--- config.mk ---
export PLATFORM = sky130hd
export DESIGN_NAME = adder_collector
export DESIGN_NICKNAME = d
export VERILOG_FILES = /design/src/rtl/adder_collector.sv
export SDC_FILE = /design/constraint.sdc
export NUM_CORES = 1
export LEC_CHECK = 0
export ABC_AREA = 1
export BUFFER_PORTS_ARGS = -buffer_cell sky130_fd_sc_hd__buf_2
export CAP_MARGIN = 0
export CORE_AREA = 2 2 50 52
export DETAILED_ROUTE_END_ITERATION = 6
export DIE_AREA = 0 0 52 54
export GPL_TIMING_DRIVEN = 0
export PLACE_DENSITY = 0.69
export SYNTH_ARGS = -nofsm -noshare
export SYNTH_HDL_FRONTEND = slang
export SYNTH_SLANG_ARGS = --single-unit
--- constraint.sdc ---
create_clock -name clk -period 1.35 [get_ports clk]
set_clock_uncertainty 0.2 [all_clocks]
set_input_delay 0.27 -clock clk [delete_from_list [all_inputs] [get_ports clk]]
set_output_delay 0.27 -clock clk [all_outputs]
set_load 0.02 [all_outputs]
--- src/rtl/adder_collector.sv ---
// Collects NUM operand words into one group for a multi-input adder; flush via ADDER_COLLECTOR_FLUSH_EN.
// Latency: out_valid rises the cycle after the NUM-th accept; one dead input cycle on HOLD exit.
// Backpressure: in_ready drops while a group is held; the group stays stable until out_ready.
module adder_collector #(
  parameter int BITS = 8,
  parameter int NUM  = 2
) (
  input  logic                clk,
  input  logic                rst,
  input  logic                in_valid,
  input  logic [BITS-1:0]     in_data,
  output logic                in_ready,
  input  logic                out_ready,
`ifdef ADDER_COLLECTOR_FLUSH_EN
  input  logic                flush,
`endif
  output logic                out_valid,
  output logic [NUM*BITS-1:0] data_out,
  output logic [NUM-1:0]      lane_mask
);

  localparam int CW = $clog2(NUM) + 1;

  typedef enum logic {
    COLLECT = 1'b0,
    HOLD    = 1'b1
  } state_t;

  state_t              state_q, state_d;
  logic [CW-1:0]       cnt_q, cnt_d;
  logic [NUM*BITS-1:0] data_q, data_d;
  logic [NUM-1:0]      mask_q, mask_d;
  logic                accept;
  logic                last;
  logic                flush_go;

  assign in_ready = (state_q == COLLECT) && !rst;
  assign accept   = in_valid && in_ready;
  assign last     = (cnt_q == CW'(NUM - 1));

`ifdef ADDER_COLLECTOR_FLUSH_EN
  // A flush only closes a group that holds, or is about to hold, at least one word.
  assign flush_go = flush && (state_q == COLLECT) && ((cnt_q != '0) || accept);
`else
  assign flush_go = 1'b0;
`endif

  always_comb begin
    state_d = state_q;
    cnt_d   = cnt_q;
    data_d  = data_q;
    mask_d  = mask_q;
    case (state_q)
      COLLECT: begin
        for (int k = 0; k < NUM; k++) begin
          if (accept && (cnt_q == CW'(k))) begin
            data_d[k*BITS +: BITS] = in_data;
            mask_d[k]              = 1'b1;
          end
        end
        if (accept) begin
          cnt_d = last ? '0 : cnt_q + CW'(1);
        end
        if ((accept && last) || flush_go) begin
          state_d = HOLD;
          cnt_d   = '0;
        end
      end
      HOLD: begin
        if (out_ready) begin
          state_d = COLLECT;
          data_d  = '0;
          mask_d  = '0;
        end
      end
      default: state_d = COLLECT;
    endcase
  end

  always_ff @(posedge clk) begin
    if (rst) begin
      state_q <= COLLECT;
      cnt_q   <= '0;
      data_q  <= '0;
      mask_q  <= '0;
    end else begin
      state_q <= state_d;
      cnt_q   <= cnt_d;
      data_q  <= data_d;
      mask_q  <= mask_d;
    end
  end

  assign out_valid = (state_q == HOLD);
  assign data_out  = data_q;
  assign lane_mask = mask_q;

endmodule

Word-level counts from Yosys, hierarchy flattened
Index checks and enable logic that the tools add are counted.

operators by class
  add/sub/neg operators = 1
  multiplexer cells = 14
  bitwise gates (word level) = 1
  reductions and logical operators = 10
  equal/unequal tests = 4

operator list
  kind                   number
  $pmux W16 S2           1
  $mux W16               1
  $mux W8                2
  $mux W2                4
  $reduce_and A2 Y1      3
  $logic_and A1 B1 Y1    4
  $mux W1                4
  $ne A2 B1 Y1 const B   2
  $pmux W2 S2            1
  $add A2 B1 Y2 const B  1
  $eq A2 B1 Y1 const B   1
  $logic_not A2 Y1       1
  $ne A2 B2 Y1 const B   1
  $pmux W1 S2            1
  $reduce_bool A2 Y1     1
  $logic_not A1 Y1       1
  $not A1 Y1             1

storage, ports and cells
  register bits after elaboration = 21
  logic and storage cells = 36

Logic depth before layout (Yosys ltp)
  depth in word-level cells = 6
  mapped depth = 7

Least setup slack after synthesis
Ideal clock, no wire load.

  path kind = reg-to-reg
  from = register state_q (netlist: out_valid)
  to = register data_q[10] (netlist: data_out[10])
  slack = -86 ps
  clock period less this slack = 1,436 ps
  arrival time = 1,104 ps
  required time = 1,018 ps
  cell stages (with the launch flop) = 6
  cells stage by stage = dfxtp_1 -> buf_4 -> nand2_4 -> buf_6 -> nand3_1 -> a21oi_1

between the ends
  longest elaborated chain between the ends = 6
  elaborated cells on any way between the ends = 8

RTL lines
  item                         RTL line  RTL
  from (decl)                  29        state_t state_q, state_d;
  from (signal assigned)       87        state_q <= state_d;
  $not A1 Y1 (no line)         --
  $logic_and A1 B1 Y1          37        assign in_ready = (state_q == COLLECT) && !rst;
  $logic_and A1 B1 Y1          38        assign accept = in_valid && in_ready;
  $logic_and A1 B1 Y1          56        if (accept && (cnt_q == CW'(k))) begin
  $ne A2 B1 Y1 (no line)       --
  $reduce_and A2 Y1 (no line)  --
  to (signal assigned)         89        data_q <= data_d;
  to (decl)                    31        logic [NUM*BITS-1:0] data_q, data_d;

Several ways; a longest one is shown, not always the timed one.
A chain may end at the register's enable or synchronous reset.

Worst setup path after layout
  from = register state_q (netlist: out_valid)
  to = output in_ready

between the ends
  longest elaborated chain between the ends = 2

RTL lines
  item                  RTL line  RTL
  $not A1 Y1 (no line)  --
  $logic_and A1 B1 Y1   37
  to (decl)             12        output logic in_ready,

No other way between the ends.

==> impl_results.rst <==
.. list-table::
   :header-rows: 1

   * - Metric
     - Value
   * - Ant. Diodes
     - 0
   * - Inserted Clock Buffers
     - 3
   * - Pre-antenna DRT Iters
     - 4
   * - Last weighted congestion value of the routability-driven placer
     - 0.723
   * - Flops & latches, synth
     - 21
   * - Area of placed instances
     - 1100 um^2
   * - Leading cell type in the layout, fill and taps excluded
     - nand3_1
   * - Endpoints failing setup
     - 1
   * - Worst vdd ir
     - 0.000633 V
   * - Commonest cells after routing, fill and taps aside
     - nand3_1 (34), buf_2 (29), dfxtp_1 (18), a21oi_1 (17), inv_1 (11)
   * - Cell type with the highest aggregate area in the netlist
     - dfxtp_1
   * - Vertical die dimension
     - 54 um
   * - Cell types with the largest area share after synthesis
     - dfxtp_1 (46%), nand3_1 (19%), a21oi_1 (9.9%), inv_1 (4.9%), nor2_1 (3.7%)
   * - Number of top-level pins
     - 32
   * - Ys Warns
     - 0
   * - Slew HR
     - 70.9%
   * - Wire length per cell
     - 13.0 um
   * - Maximum Capacitance Violations
     - 0
   * - Worst Hold Class
     - input pin to flip-flop
   * - Mapped Nets
     - 123
   * - R2r worst-path depth
     - 5
   * - Worst skew pair latency
     - 0.31 ns
   * - Failing checks
     - negative setup slack
   * - Category of the most critical setup path
     - flip-flop to output pin
   * - CP Max Fanout
     - 3
   * - Mapped Avg Cell Area
     - 8.21 um^2
   * - Critical path data required time
     - 0.88 ns
   * - Detailed-route wire length
     - 2370 um
   * - Initial DRC Count
     - 22
   * - Vias per cell
     - 5.25
   * - DR vias
     - 956
   * - Number of nets with antenna violations after detailed routing
     - 0
   * - Remaining DRCs
     - 0
   * - Highest attainable clock frequency
     - 717 MHz
   * - Yosys top cell area share
     - 46.2%
   * - Number of buffer cells added on primary ports
     - 30
   * - Worst Min Path Start
     - rst
   * - Clock tree from TritonCTS
     - yes
   * - First-pass GRT wire length
     - 3490 um
   * - # H-tree levels
     - 1
   * - Total net switching power
     - 355 uW
   * - Share of total power consumed by net switching
     - 29.6%
   * - Sequential cell area fraction in the yosys report
     - 46.2%
   * - Core footprint
     - 2320 um^2
   * - Initial core utilization
     - 39.3%
   * - Post-route fraction of the period consumed by the critical path
     - 103%
   * - CTS clk-pin slew, worst paths
     - 0.13 ns
   * - Proportion of layout cells with a drive suffix above 1
     - 38.2%
   * - Die ar.
     - 2810 um^2
   * - Capture instance of the worst register-to-register path
     - data_out[8]
   * - Largest net degree at the start of global routing
     - 14
   * - Post-detail-place hpwl
     - 1500 um
   * - Fin. max-slew vios
     - 0
   * - Startpoint types
     - flip-flop
   * - Cell Rows
     - 18
   * - Design area
     - 1240 um^2
   * - Period minus WS final
     - 1.40 ns
   * - Critical Path End Type
     - output pin
   * - Hold Path End
     - cnt_q[0]
   * - Total grt overflow
     - 0
   * - Netlist area before placement
     - 911 um^2
   * - Worst path arrival time
     - 0.93 ns
   * - Number of cells on the worst hold path
     - 4
   * - FFs w/ async S/R, synth
     - 0%
   * - P_leak
     - 0.560 nW
   * - Relative contribution of combinational cells to total power
     - 19.0%
   * - Post-synthesis cell count
     - 111
   * - Outcome
     - finished, violations left
   * - # clock sinks
     - 21
   * - Overall track demand over capacity in global routing
     - 16.5%
   * - Initial antenna violation count
     - 0
   * - # fillers
     - 218
   * - Share of power burned in the clock network
     - 26.2%
   * - DP Worst Slack
     - -0.184 ns
   * - Slew of the pin with the lowest slew margin
     - 0.437 ns
   * - Worst-case register-to-register setup slack
     - 0.02 ns
   * - Top flip-flop cell by instance count after synthesis
     - dfxtp_1
   * - Die extent in x
     - 52 um
   * - Final setup margin
     - -0.0456 ns
   * - Sequential Power Share
     - 54.8%
   * - Number of nets in the layout
     - 165
   * - Pwr Density
     - 967 nW/um^2
   * - Final Hold Fails
     - 0
   * - Via count of the first global-routing pass
     - 819
   * - Worst-case clock buffer depth
     - 2
   * - Post-synthesis cell type count
     - 17
   * - Critical R2R Launch
     - out_valid
   * - Pint
     - 844 uW
   * - Unrepaired setup endpoints after global routing
     - true
   * - Number of enable flip-flop cells after synthesis
     - 0
   * - Clk root buf
     - clkbuf_4
   * - P&R area growth vs syn
     - 36.1%
routing by layer:
| layer | share of wire [%] | global-route usage, % |
|---|---|---|
| met4 | 0.85 | 6.58 |
| met2 | 53 | 30.4 |
| met3 | 5.2 | 2.78 |
| met1 | 41 | 18.8 |
| met5 | 0 | 0 |
state kept, by name, indices dropped and copies added (netlist names):
signal     cells
data_out      16
out_valid      1
cnt_q          2
lane_mask      2
stage by stage:
step | utilization (%) | hold WS, ns | std cells | total power, mW | TNS, ns
final | 53.5 | 0.0796 | 182 | 1.20 | -0.0456
after global routing | 53.5 | 0.0710 | 182 | 1.25 | -0.279
after CTS | 51.0 | 0.0326 | 178 | 1.18 | -0.0576
after detailed placement | 47.4 | 0.262 | 171 | 0.860 | -2.07
after global placement | 47.4 | 0.252 | 171 | 0.855 | -1.55
after floorplan | - | 0.226 | 111 | 0.797 | 0
logic make-up (layout without fill, tap and decap cells):
group	after synthesis	after routing	synth area share [%]
simple gates	53	55	32.4
flops	21	21	46.2
buf+inv	18	57	11.0
compound gates	19	19	10.4
what timing repair did:
| action | CTS | global route |
|---|---|---|
| resized for setup | 6 | 7 |
| hold buffers | 1 | 0 |
| buffers inserted | 2 | 2 |
| endpoints found under the setup margin | 20 | 18 |
| gates cloned | 0 | 2 |
| hold endpoints to repair | 7 | 0 |
| pin swaps | 2 | 4 |
cell type report:
type	instances	area [um^2]	share of cell area, %
well taps	30	37.5	3.03
flip-flops and latches	21	427	34.4
plain buffers	5	48.8	3.94
multi-input cells	74	445	35.9
inverters	13	51.3	4.14
clock inverters	1	7.51	0.605
repair buffers	35	200	16.1
clock buffers	3	22.5	1.82
cell usage after synthesis (2+ instances only):
| master | count |
|---|---|
| nand3_2 | 2 |
| inv_1 | 12 |
| nand2_4 | 2 |
| dfxtp_1 | 21 |
| a21oi_1 | 18 |
| nand3_1 | 34 |
| buf_6 | 2 |
| nor2_1 | 9 |
| nand2_1 | 3 |
how the worst max path moves through the flow:
stage,slack [ns],from,depth (start not counted),end
after floorplan,0.05,out_valid,5,data_out[10]
after global placement,-0.15,cnt_q[1],4,data_out[6]
after detailed placement,-0.18,cnt_q[1],4,data_out[6]
after CTS,-0.05,out_valid,2,in_ready
after global routing,-0.09,out_valid,2,in_ready
final,-0.05,out_valid,2,in_ready
worst max-delay path, cell delays in order, from the launching register on:
cell and delay [ns]:
dfxtp_4 0.39, nor2_8 0.10, buf_6 0.12
power groups by stage:
stage | combinational, mW | sequential (mW) | clock [mW]
after global routing | 0.248 | 0.660 | 0.342
after detailed placement | 0.189 | 0.671 | 0
after global placement | 0.185 | 0.670 | 0
after CTS | 0.208 | 0.656 | 0.317
final | 0.228 | 0.657 | 0.314
after floorplan | 0.0984 | 0.698 | 0
Note: power is estimated with default switching activity, not from simulation.
